$ cat src/rtl/uart_pkg.sv
// Shared UART definitions: parity modes, receiver FSM encoding and data-bit clamp.
// Used by uart_rx_cfg (optional 2-of-3 sampling: UART_RX_MAJORITY_EN).
package uart_pkg;

    typedef enum logic [2:0] {
        IDLE,
        START,
        DATA,
        PARITY,
        STOP,
        BRK_WAIT
    } state_t;

    localparam logic [1:0] PAR_NONE = 2'd0;
    localparam logic [1:0] PAR_EVEN = 2'd1;
    localparam logic [1:0] PAR_ODD  = 2'd2;

    localparam logic [3:0] DBIT_MIN = 4'd5;

    function automatic logic [3:0] clamp_dbits(input logic [3:0] i_req, input logic [3:0] i_max);
        if (i_req < DBIT_MIN)
            return DBIT_MIN;
        else if (i_req > i_max)
            return i_max;
        else
            return i_req;
    endfunction

endpackage

$ cat src/rtl/uart_baud_tick.sv
// Oversampling tick generator: one tick every i_dvsr+1 clocks.
// The divisor is captured on each reload so a change never shortens a running period.
module uart_baud_tick #(
    parameter int DVSR_W = 16
) (
    input  logic              clk,
    input  logic              rst_n,
    input  logic [DVSR_W-1:0] i_dvsr,
    output logic              o_tick
);

    logic [DVSR_W-1:0] r_cnt;
    logic [DVSR_W-1:0] r_limit;
    logic              w_tick;

    assign w_tick = (r_cnt == r_limit);
    assign o_tick = w_tick;

    always_ff @(posedge clk or negedge rst_n) begin
        if (!rst_n) begin
            r_cnt   <= '0;
            r_limit <= '0;
        end else if (w_tick) begin
            r_cnt   <= '0;
            r_limit <= i_dvsr;
        end else begin
            r_cnt   <= r_cnt + DVSR_W'(1);
        end
    end

endmodule

$ cat src/rtl/uart_rx_cfg.sv
// Runtime-configurable UART receiver with error flags and a valid/ready output stage.
// Define UART_RX_MAJORITY_EN for 2-of-3 majority sampling at every sample point.
module uart_rx_cfg
    import uart_pkg::*;
#(
    parameter int DBIT_MAX = 8,
    parameter int OVS      = 16,
    parameter int DVSR_W   = 16
) (
    input  logic                clk,
    input  logic                rst_n,
    input  logic [DVSR_W-1:0]   dvsr,
    input  logic [3:0]          cfg_dbits,
    input  logic [1:0]          cfg_parity,
    input  logic                cfg_stop2,
    input  logic                rx,
    output logic [DBIT_MAX-1:0] rx_data,
    output logic                rx_valid,
    input  logic                rx_ready,
    output logic                frame_err,
    output logic                parity_err,
    output logic                break_det,
    output logic                overrun,
    output logic                busy
);

    localparam int              SW    = $clog2(OVS);
    localparam logic [SW-1:0]   S_MID = SW'(OVS / 2 - 1);
    localparam logic [SW-1:0]   S_END = SW'(OVS - 1);
    localparam logic [3:0]      DMAX  = 4'(DBIT_MAX);

    logic w_tick;

    uart_baud_tick #(
        .DVSR_W(DVSR_W)
    ) u_tick (
        .clk   (clk),
        .rst_n (rst_n),
        .i_dvsr(dvsr),
        .o_tick(w_tick)
    );

    logic r_sync1;
    logic r_sync2;

    always_ff @(posedge clk or negedge rst_n) begin
        if (!rst_n) begin
            r_sync1 <= 1'b1;
            r_sync2 <= 1'b1;
        end else begin
            r_sync1 <= rx;
            r_sync2 <= r_sync1;
        end
    end

    logic w_sample;

`ifdef UART_RX_MAJORITY_EN
    // r_hist holds the line as seen at the previous two ticks.
    logic [1:0] r_hist;

    always_ff @(posedge clk or negedge rst_n) begin
        if (!rst_n)
            r_hist <= 2'b11;
        else if (w_tick)
            r_hist <= {r_hist[0], r_sync2};
    end

    assign w_sample = (r_sync2 & r_hist[0]) | (r_sync2 & r_hist[1]) | (r_hist[0] & r_hist[1]);
`else
    assign w_sample = r_sync2;
`endif

    state_t              r_state;
    logic [SW-1:0]       r_s;
    logic [3:0]          r_n;
    logic [DBIT_MAX-1:0] r_shift;
    logic [3:0]          r_dbits;
    logic [1:0]          r_par;
    logic                r_stop2;
    logic                r_stop_idx;
    logic                r_pbit;
    logic                r_ferr;
    logic                r_perr;
    logic                r_brk;
    logic                r_done;
    logic                r_busy;

    logic w_par_en;
    logic w_par_calc;
    logic w_ferr_final;
    logic w_brk;

    assign w_par_en     = (r_par == PAR_EVEN) || (r_par == PAR_ODD);
    assign w_par_calc   = (^r_shift) ^ w_sample;
    assign w_ferr_final = r_ferr | ~w_sample;
    assign w_brk        = w_ferr_final && (r_shift == '0) && (!w_par_en || !r_pbit);
    assign busy         = r_busy;

    // Frame sequencer; r_s counts ticks within a bit, r_n counts data bits.
    always_ff @(posedge clk or negedge rst_n) begin
        if (!rst_n) begin
            r_state    <= IDLE;
            r_s        <= '0;
            r_n        <= '0;
            r_shift    <= '0;
            r_dbits    <= DBIT_MIN;
            r_par      <= PAR_NONE;
            r_stop2    <= 1'b0;
            r_stop_idx <= 1'b0;
            r_pbit     <= 1'b0;
            r_ferr     <= 1'b0;
            r_perr     <= 1'b0;
            r_brk      <= 1'b0;
            r_done     <= 1'b0;
            r_busy     <= 1'b0;
        end else begin
            r_done <= 1'b0;
            case (r_state)
                IDLE: begin
                    if (!r_sync2) begin
                        r_dbits    <= clamp_dbits(cfg_dbits, DMAX);
                        r_par      <= cfg_parity;
                        r_stop2    <= cfg_stop2;
                        r_s        <= '0;
                        r_n        <= '0;
                        r_shift    <= '0;
                        r_stop_idx <= 1'b0;
                        r_pbit     <= 1'b0;
                        r_ferr     <= 1'b0;
                        r_perr     <= 1'b0;
                        r_brk      <= 1'b0;
                        r_busy     <= 1'b1;
                        r_state    <= START;
                    end
                end
                START: begin
                    if (w_tick) begin
                        if (r_s == S_MID) begin
                            r_s <= '0;
                            if (!w_sample) begin
                                r_state <= DATA;
                            end else begin
                                r_busy  <= 1'b0;
                                r_state <= IDLE;
                            end
                        end else begin
                            r_s <= r_s + SW'(1);
                        end
                    end
                end
                DATA: begin
                    if (w_tick) begin
                        if (r_s == S_END) begin
                            r_s <= '0;
                            for (int i = 0; i < DBIT_MAX; i++)
                                if (r_n == 4'(i))
                                    r_shift[i] <= w_sample;
                            r_n <= r_n + 4'd1;
                            if (r_n == r_dbits - 4'd1)
                                r_state <= w_par_en ? PARITY : STOP;
                        end else begin
                            r_s <= r_s + SW'(1);
                        end
                    end
                end
                PARITY: begin
                    if (w_tick) begin
                        if (r_s == S_END) begin
                            r_s     <= '0;
                            r_pbit  <= w_sample;
                            r_perr  <= (r_par == PAR_ODD) ? ~w_par_calc : w_par_calc;
                            r_state <= STOP;
                        end else begin
                            r_s <= r_s + SW'(1);
                        end
                    end
                end
                STOP: begin
                    if (w_tick) begin
                        if (r_s == S_END) begin
                            r_s <= '0;
                            if (r_stop2 && !r_stop_idx) begin
                                r_stop_idx <= 1'b1;
                                r_ferr     <= w_ferr_final;
                            end else begin
                                r_ferr  <= w_ferr_final;
                                r_brk   <= w_brk;
                                r_done  <= 1'b1;
                                r_busy  <= 1'b0;
                                r_state <= w_brk ? BRK_WAIT : IDLE;
                            end
                        end else begin
                            r_s <= r_s + SW'(1);
                        end
                    end
                end
                BRK_WAIT: begin
                    if (r_sync2)
                        r_state <= IDLE;
                end
                default: begin
                    r_busy  <= 1'b0;
                    r_state <= IDLE;
                end
            endcase
        end
    end

    // A completion while the consumer stalls drops the new frame and only records the loss.
    always_ff @(posedge clk or negedge rst_n) begin
        if (!rst_n) begin
            rx_data    <= '0;
            rx_valid   <= 1'b0;
            frame_err  <= 1'b0;
            parity_err <= 1'b0;
            break_det  <= 1'b0;
            overrun    <= 1'b0;
        end else if (r_done) begin
            if (rx_valid && !rx_ready) begin
                overrun <= 1'b1;
            end else begin
                rx_data    <= r_shift;
                rx_valid   <= 1'b1;
                frame_err  <= r_ferr;
                parity_err <= r_perr;
                break_det  <= r_brk;
                overrun    <= 1'b0;
            end
        end else if (rx_valid && rx_ready) begin
            rx_valid <= 1'b0;
            overrun  <= 1'b0;
        end
    end

endmodule

$ cat config.mk
export PLATFORM = sky130hd
export DESIGN_NAME = uart_rx_cfg
export DESIGN_NICKNAME = d
export VERILOG_FILES = /design/src/rtl/uart_pkg.sv /design/src/rtl/uart_baud_tick.sv /design/src/rtl/uart_rx_cfg.sv
export SDC_FILE = /design/constraint.sdc
export NUM_CORES = 1
export LEC_CHECK = 0
export CORE_UTILIZATION = 68
export CTS_BUF_LIST = sky130_fd_sc_hd__clkbuf_16
export CTS_CLUSTER_DIAMETER = 50
export CTS_CLUSTER_SIZE = 24
export DETAILED_ROUTE_END_ITERATION = 10
export DONT_BUFFER_PORTS = 1
export PLACE_DENSITY = 0.87
export SETUP_SLACK_MARGIN = 0.5
export SYNTH_ARGS = -nofsm -noshare
export SYNTH_HDL_FRONTEND = slang
export SYNTH_SLANG_ARGS = --single-unit
$ cat constraint.sdc
create_clock -name clk -period 6.15 [get_ports clk]
set_input_delay 1.23 -clock clk [delete_from_list [all_inputs] [get_ports clk]]
set_output_delay 1.23 -clock clk [all_outputs]
set_load 0.01 [all_outputs]
---- Yosys cells after proc, flatten, opt, wreduce, memory -nomap -nowiden ----
Index checks and enable logic that the tools add are counted.
cells by class
  add/sub/neg operators ................... 4
  $lt $le $gt $ge ......................... 2
  bitwise logic cells ..................... 6
  equal/unequal tests ..................... 42
  reductions and logical operators ........ 41
  mux-type cells .......................... 76
operator list
  cell                                                                      number
  5-bit AND reduction                                                       10
  3-bit 2-to-1 mux                                                          14
  1-bit 2-to-1 mux                                                          38
  2-bit inequality test (second input constant)                             19
  4-bit 2-to-1 mux                                                          9
  8-bit 2-to-1 mux                                                          3
  4-bit by 3-bit == test with 1-bit output (second input constant)          5
  3-bit one-hot mux with 6 select lines                                     1
  16-bit by 1-bit adder with 16-bit output (second input constant)          1
  16-bit == test                                                            1
  16-bit 2-to-1 mux                                                         1
  8-bit one-hot mux with 2 select lines                                     1
  4-bit AND reduction                                                       4
  4-bit one-hot mux with 3 select lines                                     1
  12-bit AND reduction                                                      1
  2-bit by 1-bit inequality test with 1-bit output (second input constant)  5
  1-bit one-hot mux with 2 select lines                                     5
  4-bit by 1-bit adder with 4-bit output (second input constant)            2
  4-bit by 2-bit == test with 1-bit output (second input constant)          2
  8-bit logical NOT                                                         1
  4-bit one-hot mux with 2 select lines                                     1
  8-bit AND reduction                                                       1
  2-bit nonzero test                                                        4
  8-bit parity                                                              1
  24 further kinds                                                          40
storage, ports and cells
  input bits .............................. 27
  word-level logic and storage cells ...... 202
  bits in registers ....................... 80
  output and inout bits ................... 14

---- Longest topological paths before layout ----
Gate-level depths: netlist (run 1).
  word-level depth ........................ 10
  gate-level depth with buffers ........... 8
  mapped depth without buffers ............ 7

---- Cells and area by module ----
Synthesis (run 1) repeated with hierarchy kept, for this count alone.
unflattened totals
  cell total of the unflattened synthesis .. 414
  area total of the unflattened synthesis .. 4,157.7 µm²
modules (own cells, without submodules)
  module          times used  sequential area each (µm²)  area each (µm²)  cells an instance
  uart_rx_cfg     1           1,206.2                     2,572.5          284
  uart_baud_tick  1           800.8                       1,585.3          130

---- Worst setup path after synthesis (run 1) ----
OpenSTA, ideal clock, no wires.
  path kind ............................... input -> register
  from .................................... input port rx_ready
  to ...................................... register break_det
  arrival time ............................ 2,073 ps
  buffers on the path ..................... 1
  setup time .............................. 125 ps
  required time ........................... 6,025 ps
  slack ................................... 3,953 ps
  stages .................................. 4
  cells stage by stage .................... nand2b_1 nand2_1 clkbuf_1 mux2_2
on the way
  longest elaborated chain between the ends .. 4
ends and longest elaborated chain
  element                        RTL line            RTL
  from (decl)                    uart_rx_cfg.sv:19   input logic rx_ready,
  1-bit logical NOT              uart_rx_cfg.sv:220  if (rx_valid && !rx_ready) begin
  1-bit logical AND              uart_rx_cfg.sv:220
  1-bit NOT (no line)            n/a
  2-bit AND reduction (no line)  n/a
  to (signal assigned)           uart_rx_cfg.sv:227  break_det <= r_brk;
  to (decl)                      uart_rx_cfg.sv:22   output logic break_det,
No other way between the ends.
A chain may end at the register's enable or synchronous reset.

---- Worst setup path in the final report (run 1) ----
  from .................................... register u_tick.r_cnt[5]
  to ...................................... register r_s[3]
on the way
  longest elaborated chain between the ends .. 3
  elaborated cells between the ends (all ways) .. 4
  those cells by class .................... 3 x eq/ne; 1 x reduce/logical
ends and longest elaborated chain
  element                                                     RTL line              RTL
  from (decl)                                                 uart_baud_tick.sv:12  logic [DVSR_W-1:0] r_cnt;
  from (signal assigned)                                      uart_baud_tick.sv:27  r_cnt <= r_cnt + DVSR_W'(1);
  16-bit == test (*)                                          uart_baud_tick.sv:16  assign w_tick = (r_cnt == r_limit);
  2-bit by 1-bit inequality test with 1-bit output (no line)  n/a
  4-bit AND reduction (no line) (*)                           n/a
  to (signal assigned)                                        uart_rx_cfg.sv:148    r_s <= r_s + SW'(1);
  to (signal assigned)                                        uart_rx_cfg.sv:163    r_s <= r_s + SW'(1);
  to (signal assigned)                                        uart_rx_cfg.sv:175    r_s <= r_s + SW'(1);
  to (decl)                                                   uart_rx_cfg.sv:75     logic [SW-1:0] r_s;
Mark *: on every way between the ends. The rest lies on a longest branch, timed or not.

==> results of run 1 <==
## layout make-up
| class | count | share of cell area (%) |
|---|---|---|
| Multi-Input combinational cell | 318 | 45.2 |
| Sequential cell | 80 | 44.5 |
| Clock buffer | 9 | 4.99 |
| Tap cell | 75 | 2.08 |
| Inverter | 18 | 1.50 |
| Clock inverter | 7 | 1.41 |
| Timing Repair Buffer | 2 | 0.333 |
## layer usage
| metal | share of wire [%] | wire length [microns] | track usage [%] | vias to the layer above |
|---|---|---|---|---|
| li1 | - | - | - | 1474 |
| met1 | 43 | 3560 | 36.0 | 1512 |
| met2 | 50 | 4180 | 46.2 | 102 |
| met3 | 4.9 | 410 | 5.62 | 16 |
| met4 | 2.2 | 184 | 12.0 | 0 |
| met5 | 0 | 0 | 0 | - |
## cells in the final DEF, fill, tap and decap left out, types with 10 or more instances in the layout
cell     instances
dfrtp_1         76
ha_1            12
inv_1           19
nand2_1         88
nand4_1         10
nor2_1          29
o21ai_0         20
xnor2_1         19
xor2_1          23
## registers in the layout, summed over array words and instances (netlist names), 2 cells and up
signal and flops:
rx_data 8, u_tick.r_cnt 16, r_s 4, r_n 4
r_par 2, r_shift 8, r_dbits 4, r_state 3
u_tick.r_limit 16
## worst paths after layout
kind | start | end | slack (ns) | depth (start not counted)
setup / recovery | u_tick.r_cnt[5] | r_s[3] | 3.34 | 5
min in group asynchronous | rst_n | rx_data[2] | 0.58 | 0
hold / removal | r_sync1 | r_sync2 | 0.36 | 0
max in group asynchronous | rst_n | r_sync2 | 5.37 | 0
hold reg to reg | r_sync1 | r_sync2 | 0.36 | 0
setup reg to reg | u_tick.r_cnt[5] | r_s[3] | 3.34 | 5
## Yosys cell counts, drive strengths merged (4+ instances only)
cell type,instances,share of area [%]
nor4,5,1.3
inv,18,1.6
mux2i,4,0.95
nand2b,4,0.59
and4,4,0.83
nand4,11,1.8
a22o,4,0.83
clkbuf,11,0.98
nor2,30,2.7
dfstp,4,2.5
and3,9,1.3
xnor2,19,3.9
nor3,7,1.1
xor2,23,4.8
a21oi,9,1.1
dfrtp,76,45
ha,12,3.6
and2,8,1.2
nand3,9,1.1
nand2,88,7.8
nor2b,5,0.74
o21ai,22,2.9
buf,11,1.9
mux2,5,1.3
## critical path: stages (launching register included)
cell	delay, ns
dfrtp_1	0.45
xor2_1	0.18
nor4_2	0.36
and4_2	0.96
o21ai_0	0.37
a211o_1	0.36
## report_power, final
part	internal [mW]	switching (mW)
sequential	0.531	0.00378
clock	0.310	0.206
combinational	0.00693	0.00808
## cell families (layout without fill, tap and decap cells)
family,count (synthesis),in the layout,synth area share (%)
fa+ha+maj,12,12,3.55
compound gates,67,67,11.5
simple gates,188,188,22.0
xor+xnor,42,42,8.70
buf+inv,40,36,4.50
mux,9,9,2.28
flops,80,80,47.5
## per-stage QoR
step	setup slack, ns	utilization, %	cells	power (mW)
2_1_floorplan	3.95	-	438	0.555
3_3_place_gp	3.49	70.9	493	0.557
3_5_place_dp	3.43	70.9	493	0.559
4_1_cts	3.37	75.8	509	1.07
5_1_grt	3.09	75.8	509	1.10
6_report	3.34	75.8	509	1.07
==> results.sh, run 1 <==
export IMPL_p_leak_nw=1.98
export IMPL_yosysWarningCount=0
export IMPL_yosysSeqAreaShare_pct=47.5
export IMPL_wl_microns=8330
export IMPL_grt_usage_pct=28.1
export IMPL_multi_input_area_sq_mm=0.00204
export IMPL_skew_ns=0.00503
export IMPL_fillCellCount=394
export IMPL_ys_ff_latch=80
export IMPL_numCtsBuffers=9
export IMPL_vdd_drop_max_mv=0.192
export IMPL_finalHoldViolCount=0
export IMPL_slew_viol_final=0
export IMPL_rsz0062_at_grt="false"
export IMPL_slew_headroom_pct=33.9
export IMPL_port_buffers=0
export IMPL_nets=468
export IMPL_chipHeight_microns=80.9
export IMPL_critPathMaxFanout=56
export IMPL_dpl_cell_area_sq_mm=0.00422
export IMPL_initialDrtViolationCount=130
export IMPL_antenna_found_initial=0
export IMPL_period_needed_ns=2.81
export IMPL_max_freq_mhz=356
export IMPL_netlist_area_sq_mm=0.00423
export IMPL_first_pass_iters=4
export IMPL_dp_hpwl_microns=5680
export IMPL_hp_class="flip-flop to flip-flop"
export IMPL_worstPathRequired_ns=6.37
export IMPL_maxCapViolations=0
export IMPL_seq_area_sq_mm=0.00201
export IMPL_clk_path_buf_depth=2
export IMPL_place_congestion=0.861
export IMPL_synth_cell_types=60
export IMPL_post_cts_resized=0
export IMPL_critPathCaptureType="flip-flop"
export IMPL_syn_nets=477
export IMPL_wl_per_cell_microns=16.4
export IMPL_root_buffer="clkbuf_16"
export IMPL_overflow=0
export IMPL_drive_gt1_share_pct=9.45
export IMPL_fin_area_sq_mm=0.00451
export IMPL_path_class="flip-flop to flip-flop"
export IMPL_clk_insertion_delay_late_ns=0.34
export IMPL_area_growth_pct=6.69
export IMPL_die_area_sq_mm=0.00654
export IMPL_drc=0
export IMPL_hold_buffers=0
export IMPL_core_sq_mm=0.00596
export IMPL_io_pins=41
export IMPL_synth_edf_count=0
export IMPL_tns_ns=0
export IMPL_die_x_microns=80.9
export IMPL_ys_flop_type="dfrtp_1"
export IMPL_start_util_pct=71.0
export IMPL_cts_htree_levels=3
export IMPL_postCtsSetupBuffers=0
export IMPL_dr_total_vias=3104
export IMPL_arrival_ns=3.03
export IMPL_rows=28
export IMPL_ant_nets=0
export IMPL_clk_pin_slew_ns=0.06
export IMPL_grt_max_degree=81
export IMPL_power_density_mw_per_mm2=236
export IMPL_synth_area_per_cell_sq_um=9.66
export IMPL_fin_crit_sh_pct=45.7
export IMPL_cts_tree="done"
export IMPL_tightest_slew_ns=0.992
export IMPL_outcome="finished clean"
export IMPL_setup_violations=0
export IMPL_async_flop_share_pct=100
export IMPL_first_global_vias=2890
export IMPL_grt_first_pass_wirelength_microns=13700
export IMPL_vias_per_cell=6.10
export IMPL_diodes=0
export IMPL_synth_cells=438
export IMPL_critPathLaunchType="flip-flop"
export IMPL_clkSinkCount=80
export IMPL_hold_worst_slack_ns=0.355
Note: power is estimated with default switching activity, not from simulation.
==> run 2: changes to the inputs <==
Settings changed: CORE_UTILIZATION 68 to 57, PLACE_DENSITY 0.87 to 0.78.
Clock period 6.15 ns to 2.4 ns, I/O delays scaled along.
==> run 2 against run 1 <==
  * The flow now finishes with violations (hold timing)
  * Critical path depth rose by 3
  * Flip-flop and latch count did not move
  * Die area rose by 19%
  * Design area rose by 14%
  * Core utilization fell by 4.7 points
  * Clock skew fell by 0.00084 ns
  * First-iteration DRC count rose by 57%
  * Wire length rose by 23%
  * Worst setup slack got worse by 2.9 ns
  * Non-clock buffer count rose by 36
==> results.sh, run 2 (synthesized netlist as in run 1, its figures left out) <==
export IMPL_overflow=0
export IMPL_cp_cell_sequence="xor2_1 -> nor4_2 -> buf_4 -> and4_4 -> buf_12 -> buf_16 -> a31oi_4 -> a31o_1"
export IMPL_ant_nets=0
export IMPL_skew_ns=0.00419
export IMPL_path_class="flip-flop to flip-flop"
export IMPL_wl_microns=10200
export IMPL_start_util_pct=58.6
export IMPL_rows=31
export IMPL_drive_gt1_share_pct=21.7
export IMPL_r2r_setup_slack_ns=0.41
export IMPL_critPathLaunchType="flip-flop"
export IMPL_power_density_mw_per_mm2=539
export IMPL_violations="hold timing"
export IMPL_grt_usage_pct=26.4
export IMPL_initialDrtViolationCount=204
export IMPL_seqPwrFrac_pct=49.6
export IMPL_dr_total_vias=3367
export IMPL_clk_path_buf_depth=2
export IMPL_finalPower_mw=2.76
export IMPL_multi_input_area_sq_mm=0.00223
export IMPL_first_global_vias=3245
export IMPL_root_buffer="clkbuf_16"
export IMPL_critPathCaptureType="flip-flop"
export IMPL_cts_tree="done"
export IMPL_hp_class="input pin to asynchronous set/reset pin"
export IMPL_netSwitchingPower_uw=582
export IMPL_drc=0
export IMPL_layout_common_cells="88 x nand2_1, 74 x dfrtp_1, 28 x nor2_1"
export IMPL_tightest_slew_ns=0.363
export IMPL_r2r_start="u_tick.r_cnt[9]"
export IMPL_clk_pin_slew_ns=0.06
export IMPL_slew_headroom_pct=75.6
export IMPL_io_pins=41
export IMPL_critical_path_depth=8
export IMPL_clkSinkCount=80
export IMPL_numCtsBuffers=9
export IMPL_cp_slowest_stage_delay_ns=0.41
export IMPL_slowest_stage="dfrtp_1"
export IMPL_hold_worst_slack_ns=-0.168
export IMPL_critPathMaxFanout=6
export IMPL_grt_max_degree=81
export IMPL_place_congestion=0.815
export IMPL_fillCellCount=511
export IMPL_outcome="finished with violations"
export IMPL_antenna_found_initial=0
export IMPL_final_common_cell="nand2_1"
export IMPL_dp_hpwl_microns=5910
export IMPL_vias_per_cell=5.91
export IMPL_dpl_cell_area_sq_mm=0.00433
export IMPL_tns_ns=0
export IMPL_path_buf_inv=3
export IMPL_vdd_drop_max_mv=0.404
export IMPL_setup_violations=0
export IMPL_worstPathRequired_ns=2.63
export IMPL_finalHoldViolCount=76
export IMPL_cp_top_family="simple AND/OR/NAND/NOR gates"
export IMPL_first_pass_iters=4
export IMPL_clkPwrFrac_pct=48.6
export IMPL_p_leak_nw=2.29
export IMPL_arrival_ns=2.22
export IMPL_rsz0062_at_grt="true"
export IMPL_diodes=0
export IMPL_rr_endpoint="r_n[2]"
export IMPL_die_x_microns=88.1
export IMPL_core_sq_mm=0.00721
export IMPL_area_growth_pct=21.2
export IMPL_die_area_sq_mm=0.00777
export IMPL_reg_largest_list="u_tick.r_cnt (16), u_tick.r_limit (16)"
export IMPL_post_place_ws_ns=0.305
export IMPL_reg2reg_depth=8
export IMPL_grt_first_pass_wirelength_microns=15400
export IMPL_clk_insertion_delay_late_ns=0.34
export IMPL_chipHeight_microns=88.1
export IMPL_p_sw_share_pct=21.1
export IMPL_cts_htree_levels=3
export IMPL_period_needed_ns=1.99
export IMPL_nets=505
export IMPL_slew_viol_final=0
export IMPL_wl_per_cell_microns=18.0
export IMPL_port_buffers=0
export IMPL_p_int_mw=2.18
export IMPL_maxCapViolations=0
export IMPL_seq_area_sq_mm=0.00201
export IMPL_fin_crit_sh_pct=83.0
export IMPL_p_comb_share_pct=1.8
export IMPL_setup_slack_ns=0.407
export IMPL_fin_area_sq_mm=0.00512
export IMPL_max_freq_mhz=502
==> run 2: cell count changes in the layout (fill, tap and decap cells not counted), moves of 3 or more <==
cell and change:
and4_4 +3, buf_6 +5, mux2_4 +3, buf_4 +24, mux2_1 -3, a21oi_1 -3
o21ai_0 -3
==> run 2: worst max path at each step <==
stage,startpoint,to,slack (ns)
3_5_place_dp,r_dbits[0],r_state[0],0.30
3_3_place_gp,r_dbits[0],r_state[0],0.33
2_1_floorplan,r_dbits[0],r_state[0],0.47
4_1_cts,r_dbits[0],r_state[2],0.41
5_1_grt,u_tick.r_cnt[9],r_n[2],0.32
6_report,u_tick.r_cnt[9],r_n[2],0.41
==> run 2: repair_timing <==
action,in CTS,in global routing
pin swaps,10,17
setup buffers,17,8
setup endpoints to repair,49,58
gates resized for setup,17,33
gates cloned,2,2
endpoints found under the hold margin,80,80
==> run 2: stage by stage <==
| step | util [%] | instances | hold WS, ns |
|---|---|---|---|
| 3_3_place_gp | 60.1 | 525 | 0.186 |
| 3_5_place_dp | 60.1 | 525 | 0.186 |
| 6_report | 71.0 | 570 | -0.168 |
| 4_1_cts | 67.3 | 560 | -0.172 |
| 5_1_grt | 71.0 | 570 | -0.180 |
| 2_1_floorplan | - | 438 | 0.184 |
==> run 2: area by class of cell <==
type,instances,area share [%]
Inverter,18,1.32
Clock buffer,9,4.40
Timing Repair Buffer,38,7.84
Sequential cell,80,39.2
Multi-Input combinational cell,319,43.6
Tap cell,99,2.42
Clock inverter,7,1.25
==> run 2: power by group through the flow <==
| stage | Sequential [mW] | Combinational [mW] | Clock [mW] |
|---|---|---|---|
| after floorplan | 1.39 | 0.0384 | 0 |
| after global placement | 1.39 | 0.0394 | 0 |
| after detailed placement | 1.39 | 0.0407 | 0 |
| after CTS | 1.37 | 0.0462 | 1.35 |
| after global routing | 1.37 | 0.0547 | 1.42 |
| final | 1.37 | 0.0500 | 1.34 |
==> run 2: metal layers <==
layer | global-route usage, % | wire length [microns] | up-vias
met5 | 0 | 0 | -
met4 | 12.3 | 255 | 0
met3 | 5.56 | 423 | 24
met2 | 46.5 | 5400 | 105
met1 | 30.9 | 4160 | 1676
li1 | - | - | 1562
==> run 2: worst register-to-register path, cell delays in order (launching register included) <==
cell and delay (ns):
dfrtp_1 0.41, xor2_1 0.19, nor4_2 0.30, buf_4 0.18
and4_4 0.29, buf_12 0.13, buf_16 0.10, a31oi_4 0.08
a31o_1 0.20
